$ cat src/rtl/cpu_pkg.sv
// Shared encodings for the multi-cycle MIPS-subset core: FSM states, opcodes,
// funct codes and ALU operations.
package cpu_pkg;

    localparam logic [2:0] S_FETCH  = 3'd0;
    localparam logic [2:0] S_DECODE = 3'd1;
    localparam logic [2:0] S_EXEC   = 3'd2;
    localparam logic [2:0] S_MEM    = 3'd3;
    localparam logic [2:0] S_WB     = 3'd4;
    localparam logic [2:0] S_HALT   = 3'd5;

    localparam logic [5:0] OP_RTYPE = 6'b000000;
    localparam logic [5:0] OP_J     = 6'b000010;
    localparam logic [5:0] OP_BEQ   = 6'b000100;
    localparam logic [5:0] OP_BNE   = 6'b000101;
    localparam logic [5:0] OP_ADDI  = 6'b001000;
    localparam logic [5:0] OP_ORI   = 6'b001101;
    localparam logic [5:0] OP_LW    = 6'b100011;
    localparam logic [5:0] OP_SW    = 6'b101011;
    localparam logic [5:0] OP_HALT  = 6'b111111;

    localparam logic [5:0] FN_SLL = 6'b000000;
    localparam logic [5:0] FN_ADD = 6'b100000;
    localparam logic [5:0] FN_SUB = 6'b100010;
    localparam logic [5:0] FN_AND = 6'b100100;
    localparam logic [5:0] FN_OR  = 6'b100101;
    localparam logic [5:0] FN_SLT = 6'b101010;

    typedef enum logic [2:0] {
        ALU_ADD,
        ALU_SUB,
        ALU_AND,
        ALU_OR,
        ALU_SLT,
        ALU_SLL
    } alu_op_t;

    function automatic logic [31:0] sext16(input logic [15:0] v);
        return {{16{v[15]}}, v};
    endfunction

endpackage

$ cat src/rtl/regfile.sv
// Architectural register file: two asynchronous read ports, one synchronous
// write port, synchronous active-low clear. Register 0 is hard-wired to zero.
module regfile #(
    parameter int REG_COUNT = 32,
    parameter int AW        = $clog2(REG_COUNT)
) (
    input  logic          clk,
    input  logic          reset,
    input  logic [AW-1:0] raddr1,
    input  logic [AW-1:0] raddr2,
    output logic [31:0]   rdata1,
    output logic [31:0]   rdata2,
    input  logic          we,
    input  logic [AW-1:0] waddr,
    input  logic [31:0]   wdata
);

    logic [31:0] regs [REG_COUNT];

    always_ff @(posedge clk) begin
        if (!reset) begin
            for (int i = 0; i < REG_COUNT; i++) begin
                regs[i] <= '0;
            end
        end else if (we && waddr != '0) begin
            regs[waddr] <= wdata;
        end
    end

    assign rdata1 = (raddr1 == '0) ? '0 : regs[raddr1];
    assign rdata2 = (raddr2 == '0) ? '0 : regs[raddr2];

endmodule

$ cat src/rtl/multicycle_cpu.sv
// Multi-cycle MIPS-subset core: one FSM sequences FETCH/DECODE/EXEC/MEM/WB over
// a shared req/ready memory port and a single ALU.
module multicycle_cpu
    import cpu_pkg::*;
#(
    parameter logic [31:0] RESET_PC  = 32'h0000_0000,
    parameter int          REG_COUNT = 32,
    parameter int          CNT_W     = 32
) (
    input  logic             clk,
    input  logic             reset,
    output logic             mem_req,
    output logic             mem_we,
    output logic [31:0]      mem_addr,
    output logic [31:0]      mem_wdata,
    input  logic [31:0]      mem_rdata,
    input  logic             mem_ready,
    output logic [31:0]      PC,
    output logic [2:0]       state,
    output logic             halted,
    output logic             illegal,
    output logic [CNT_W-1:0] retired
);

    localparam int AW = $clog2(REG_COUNT);

    logic [2:0]       state_q;
    logic [31:0]      pc_q;
    logic             illegal_q;
    logic [CNT_W-1:0] retired_q;

    logic [31:0] ir_q, a_q, b_q, imm_q, alu_out_q, mdr_q;

    logic [5:0]  op, funct;
    logic        legal, retire;
    logic [31:0] rs_data, rt_data, src2, alu_res, pc_plus4, br_target;
    logic signed [31:0] a_s, src2_s;
    alu_op_t     alu_op;

    assign op    = ir_q[31:26];
    assign funct = ir_q[5:0];

    always_comb begin
        legal = 1'b0;
        if (op == OP_RTYPE) begin
            case (funct)
                FN_SLL, FN_ADD, FN_SUB, FN_AND, FN_OR, FN_SLT: legal = 1'b1;
                default: legal = 1'b0;
            endcase
        end else begin
            case (op)
                OP_J, OP_BEQ, OP_BNE, OP_ADDI, OP_ORI, OP_LW, OP_SW, OP_HALT: legal = 1'b1;
                default: legal = 1'b0;
            endcase
        end
    end

    regfile #(
        .REG_COUNT(REG_COUNT),
        .AW       (AW)
    ) u_rf (
        .clk   (clk),
        .reset (reset),
        .raddr1(ir_q[21 +: AW]),
        .raddr2(ir_q[16 +: AW]),
        .rdata1(rs_data),
        .rdata2(rt_data),
        .we    (state_q == S_WB),
        .waddr ((op == OP_RTYPE) ? ir_q[11 +: AW] : ir_q[16 +: AW]),
        .wdata ((op == OP_LW) ? mdr_q : alu_out_q)
    );

    always_comb begin
        alu_op = ALU_ADD;
        if (op == OP_RTYPE) begin
            case (funct)
                FN_SUB:  alu_op = ALU_SUB;
                FN_AND:  alu_op = ALU_AND;
                FN_OR:   alu_op = ALU_OR;
                FN_SLT:  alu_op = ALU_SLT;
                FN_SLL:  alu_op = ALU_SLL;
                default: alu_op = ALU_ADD;
            endcase
        end else if (op == OP_ORI) begin
            alu_op = ALU_OR;
        end
    end

    assign src2   = (op == OP_RTYPE) ? b_q : imm_q;
    assign a_s    = a_q;
    assign src2_s = src2;

    always_comb begin
        case (alu_op)
            ALU_SUB: alu_res = a_q - src2;
            ALU_AND: alu_res = a_q & src2;
            ALU_OR:  alu_res = a_q | src2;
            ALU_SLT: alu_res = {31'b0, (a_s < src2_s)};
            ALU_SLL: alu_res = src2 << a_q[4:0];
            default: alu_res = a_q + src2;
        endcase
    end

    assign pc_plus4  = pc_q + 32'd4;
    assign br_target = pc_plus4 + {imm_q[29:0], 2'b00};

    always_comb begin
        retire = 1'b0;
        case (state_q)
            S_DECODE: retire = (op == OP_HALT);
            S_EXEC:   retire = (op == OP_BEQ) || (op == OP_BNE) || (op == OP_J);
            S_MEM:    retire = mem_ready && (op == OP_SW);
            S_WB:     retire = 1'b1;
            default:  retire = 1'b0;
        endcase
    end

    always_ff @(posedge clk) begin
        if (!reset) begin
            state_q   <= S_FETCH;
            pc_q      <= RESET_PC;
            illegal_q <= 1'b0;
            retired_q <= '0;
        end else begin
            if (retire) begin
                retired_q <= retired_q + {{(CNT_W-1){1'b0}}, 1'b1};
            end
            case (state_q)
                S_FETCH: if (mem_ready) state_q <= S_DECODE;
                S_DECODE: begin
                    if (op == OP_HALT) begin
                        state_q <= S_HALT;
                    end else if (!legal) begin
                        state_q   <= S_HALT;
                        illegal_q <= 1'b1;
                    end else begin
                        state_q <= S_EXEC;
                    end
                end
                S_EXEC: begin
                    case (op)
                        OP_LW, OP_SW: state_q <= S_MEM;
                        OP_BEQ: begin
                            pc_q    <= (a_q == b_q) ? br_target : pc_plus4;
                            state_q <= S_FETCH;
                        end
                        OP_BNE: begin
                            pc_q    <= (a_q != b_q) ? br_target : pc_plus4;
                            state_q <= S_FETCH;
                        end
                        OP_J: begin
                            pc_q    <= {pc_plus4[31:28], ir_q[25:0], 2'b00};
                            state_q <= S_FETCH;
                        end
                        default: state_q <= S_WB;
                    endcase
                end
                S_MEM: begin
                    if (mem_ready) begin
                        if (op == OP_SW) begin
                            pc_q    <= pc_plus4;
                            state_q <= S_FETCH;
                        end else begin
                            state_q <= S_WB;
                        end
                    end
                end
                S_WB: begin
                    pc_q    <= pc_plus4;
                    state_q <= S_FETCH;
                end
                default: ;
            endcase
        end
    end

    // Datapath latches carry no reset: each is written before any state reads it.
    always_ff @(posedge clk) begin
        if (state_q == S_FETCH && mem_ready) begin
            ir_q <= mem_rdata;
        end
        if (state_q == S_DECODE) begin
            a_q   <= (op == OP_RTYPE && funct == FN_SLL) ? {27'b0, ir_q[10:6]} : rs_data;
            b_q   <= rt_data;
            imm_q <= (op == OP_ORI) ? {16'b0, ir_q[15:0]} : sext16(ir_q[15:0]);
        end
        if (state_q == S_EXEC) begin
            alu_out_q <= alu_res;
        end
        if (state_q == S_MEM && mem_ready) begin
            mdr_q <= mem_rdata;
        end
    end

    // Request is gated by reset so an in-flight transfer drops in the reset cycle.
    assign mem_req   = reset && (state_q == S_FETCH || state_q == S_MEM);
    assign mem_we    = (state_q == S_MEM) && (op == OP_SW);
    assign mem_addr  = (state_q == S_MEM) ? alu_out_q : pc_q;
    assign mem_wdata = b_q;

    assign PC      = pc_q;
    assign state   = state_q;
    assign halted  = (state_q == S_HALT);
    assign illegal = illegal_q;
    assign retired = retired_q;

endmodule

$ cat config.mk
export PLATFORM = sky130hd
export DESIGN_NAME = multicycle_cpu
export DESIGN_NICKNAME = d
export VERILOG_FILES = /design/src/rtl/cpu_pkg.sv /design/src/rtl/regfile.sv /design/src/rtl/multicycle_cpu.sv
export SDC_FILE = /design/constraint.sdc
export NUM_CORES = 2
export LEC_CHECK = 0
export BUFFER_PORTS_ARGS = -buffer_cell sky130_fd_sc_hd__buf_2
export CAP_MARGIN = 25
export CELL_PAD_IN_SITES_DETAIL_PLACEMENT = 1
export CELL_PAD_IN_SITES_GLOBAL_PLACEMENT = 2
export CORE_ASPECT_RATIO = 2
export CORE_MARGIN = 4
export CORE_UTILIZATION = 47
export CTS_BUF_LIST = sky130_fd_sc_hd__clkbuf_2
export CTS_CLUSTER_DIAMETER = 150
export DETAILED_ROUTE_END_ITERATION = 12
export PLACE_DENSITY_LB_ADDON = 0.1
export SYNTH_ARGS = -nofsm -noshare
export SYNTH_HDL_FRONTEND = slang
export SYNTH_SLANG_ARGS = --single-unit
$ cat constraint.sdc
create_clock -name clk -period 7.9 [get_ports clk]
set_clock_uncertainty 0.15 [all_clocks]
set_input_delay 1.975 -clock clk [delete_from_list [all_inputs] [get_ports clk]]
set_output_delay 1.975 -clock clk [all_outputs]
set_load 0.01 [all_outputs]
==> out/qor.txt <==
Worst R2R Setup Slack: 1.56 ns
RSZ-0062 raised after global routing: no
1st-pass router iterations: 6
startpoint types: flip-flop
routed wire length: 312000 µm
sequential fraction of the synthesis area: 0.531
leading area contributor after synthesis: edfxtp_1
Peak VDD IR: 131 µV
Worst Hold Class: flip-flop to flip-flop
post-CTS setup buffer count: 0
clock sink count: 1272
Critical Path Slowest Stage Cell: dfxtp_1
TritonCTS clock tree: done
share of layout cells above drive strength 1: 0.273
largest net degree at the start of global routing: 100
cells along the critical path: inv_1 -> nor2_1 -> nand2_1 -> buf_4 -> mux2_2 -> buf_2
# IOs: 170
Seq cells post-synth: 1272
synthesized area per cell: 12.9 µm²
Crit path largest cell delay: 0.70 ns
PortBufs: 167
Crit. End Element: output port
wire per inst: 40.0 µm
status: completed
Area contributors post-synth: edfxtp_1, mux4_2, nor2_1
total grt overflow: 0
switching pwr: 0.00536 W
DR vias/cell: 6.84
number of enable flip-flop cells after synthesis: 1201
Detailed Place HPWL: 210000 µm
critical path startpoint: state[1]
CP required: 5.78 ns
row count: 200
Final period util: 0.804
critical path class: flip-flop to output port
post_cts resized: 0
die extent in y: 556 µm
initial antenna violation count: 22
ys flop type: edfxtp_1
CTS Buf Count: 305
hold depth: 2
Worst Hold Margin: 0.356 ns
first-pass GRT wire length: 431000 µm
Comb pwr share: 0.215
Setup TNS Final: 0 ns
Switching Fraction: 0.335
clk slew on worst S/H paths: 0.13 ns
vias in the first global route: 56726
Netlist cell types: 92
Die Area: 157000 µm²
power share of the clock group: 0.278
Layout Nets: 5846
Cells after DPL: 7275
Hold Path Sink: retired[26]
fmax: 157 MHz
worst rel slew slack: 0.217
H-tree lvl count: 5
cell leakage power: 28.6 nW
die width: 282 µm
post-route minimum period: 6.35 ns
most frequent cells in the layout: edfxtp_1, nor2_1, mux4_2, clkbuf_2, nand2_1
internal power: 0.0106 W
core area: 149000 µm²
Worst Path Arrival: 4.23 ns
commonest non-fill, non-tap cell in the layout: edfxtp_1
endpoints failing setup: 0
max-slew violation count: 0
Reg2Reg Launch Point: ir_q[27]
Worst Path Max Fanout: 23
Starting Density: 0.474
Initial DRC Count: 6122
CTS Hold Bufs: 0
hold_sp: retired[26]
Synth-to-Final Area Change: 9.44%
# DRC: 0
worst r2r dst: alu_out_q[0]
maximum buffer depth of the clock tree: 4
total number of vias: 53433
ys async rst share: 0
worst slew pin tran: 1.17 ns
path depth of the worst reg2reg path: 17
power per cell area: 207 nW/µm²
Cells after Synth: 5456
Root Buffer: clkbuf_2
register share of total power: 0.507
top cell type's share of synthesized area: 0.511
GRT Util Overall: 0.398
fin cells: 7814
worst-skew pair later-pin latency: 1.53 ns
Post-Syn Area: 70600 µm²
Ys Warns: 0
Max Cap Viol: 0
final hold violation count: 0
RD Place Congestion: 0.969
DRT antenna net count: 0
-- layer usage --
metal / share of wire / global-route usage / wire length, µm
met5: 0.00021 / 0 / 67
met4: 0.12 / 0.370 / 36100
met3: 0.082 / 0.0872 / 25500
met2: 0.50 / 0.676 / 157000
met1: 0.30 / 0.400 / 93800
-- critical path: cells and delay by family (launching register included) --
family	cells	cell delay, ns
AND/OR/NAND/NOR	2	0.81
multiplexers	1	0.36
buffers and inverters	3	0.80
flip-flops	1	0.70
-- metrics by stage --
step	instance area (µm²)	total power [W]	utilization	setup WS (ns)
2_1_floorplan	70700	0.0102	-	0.847
3_3_place_gp	74100	0.0115	0.498	1.69
3_5_place_dp	74400	0.0116	0.500	1.67
4_1_cts	77100	0.0160	0.518	1.50
5_1_grt	77200	0.0165	0.519	1.30
6_report	77200	0.0160	0.519	1.55
-- flip-flops by register name (all words and copies together) (netlist names), named ones only --
name and cells:
mdr_q 32, state 3, retired 32, PC 30, mem_wdata 32, imm_q 17, alu_out_q 32, u_rf.regs 1024
illegal 1, ir_q 32, a_q 32
-- final cells by class --
type | instances | area (µm²)
clock buffer | 417 | 2090
timing repair buffer | 357 | 2620
multi-input combinational | 3622 | 31600
tap | 1919 | 2400
fill | 15180 | 71700
sequential | 1272 | 37500
antenna | 14 | 35.0
inverter | 113 | 427
clock inverter | 100 | 558
-- Yosys cell counts (all sizes together), types with 17 or more instances --
library cell,instances
a21o,32
nand2,264
edfxtp,1201
nor3,54
a221oi,66
a31oi,17
mux4,567
ha,137
nand3,51
o21ai,126
mux2i,225
buf,86
a211o,18
nor2,1199
nor2b,25
o221ai,38
xor2,66
dfxtp,71
o22ai,41
nor4,22
a221o,17
mux2,85
a21oi,183
or3,17
clkbuf,396
o211ai,28
and3,26
inv,112
a211oi,40
nand4,21
nand2b,25
xnor2,44
-- cell families (layout without fill, tap and decap cells) --
kind of cell | after synthesis | after routing | synth area share
flip-flops | 1272 | 1272 | 0.531
AO/OA/AOI/OAI | 701 | 701 | 0.0669
adder cells (fa/ha/maj) | 141 | 141 | 0.0253
XOR/XNOR | 110 | 110 | 0.0137
other | 1 | 48 | 0.0000531
multiplexers | 877 | 877 | 0.227
buffers and inverters | 595 | 987 | 0.0324
AND/OR/NAND/NOR | 1759 | 1759 | 0.104
-- power groups by stage --
stage | Combinational [W] | Clock, W | Sequential [W]
3_3_place_gp | 0.00333 | 0 | 0.00821
5_1_grt | 0.00357 | 0.00485 | 0.00811
6_report | 0.00344 | 0.00444 | 0.00810
4_1_cts | 0.00337 | 0.00452 | 0.00808
3_5_place_dp | 0.00336 | 0 | 0.00823
2_1_floorplan | 0.00216 | 0 | 0.00800
-- how the worst max path moves through the flow --
stage,to,slack [ns]
CTS,mem_addr[11],1.50
global placement,alu_out_q[30],1.69
detailed placement,alu_out_q[31],1.67
global route,alu_out_q[0],1.30
floorplan,a_q[0],0.85
finish,mem_addr[16],1.55
No activity file was read; power rests on OpenSTA's default activity.
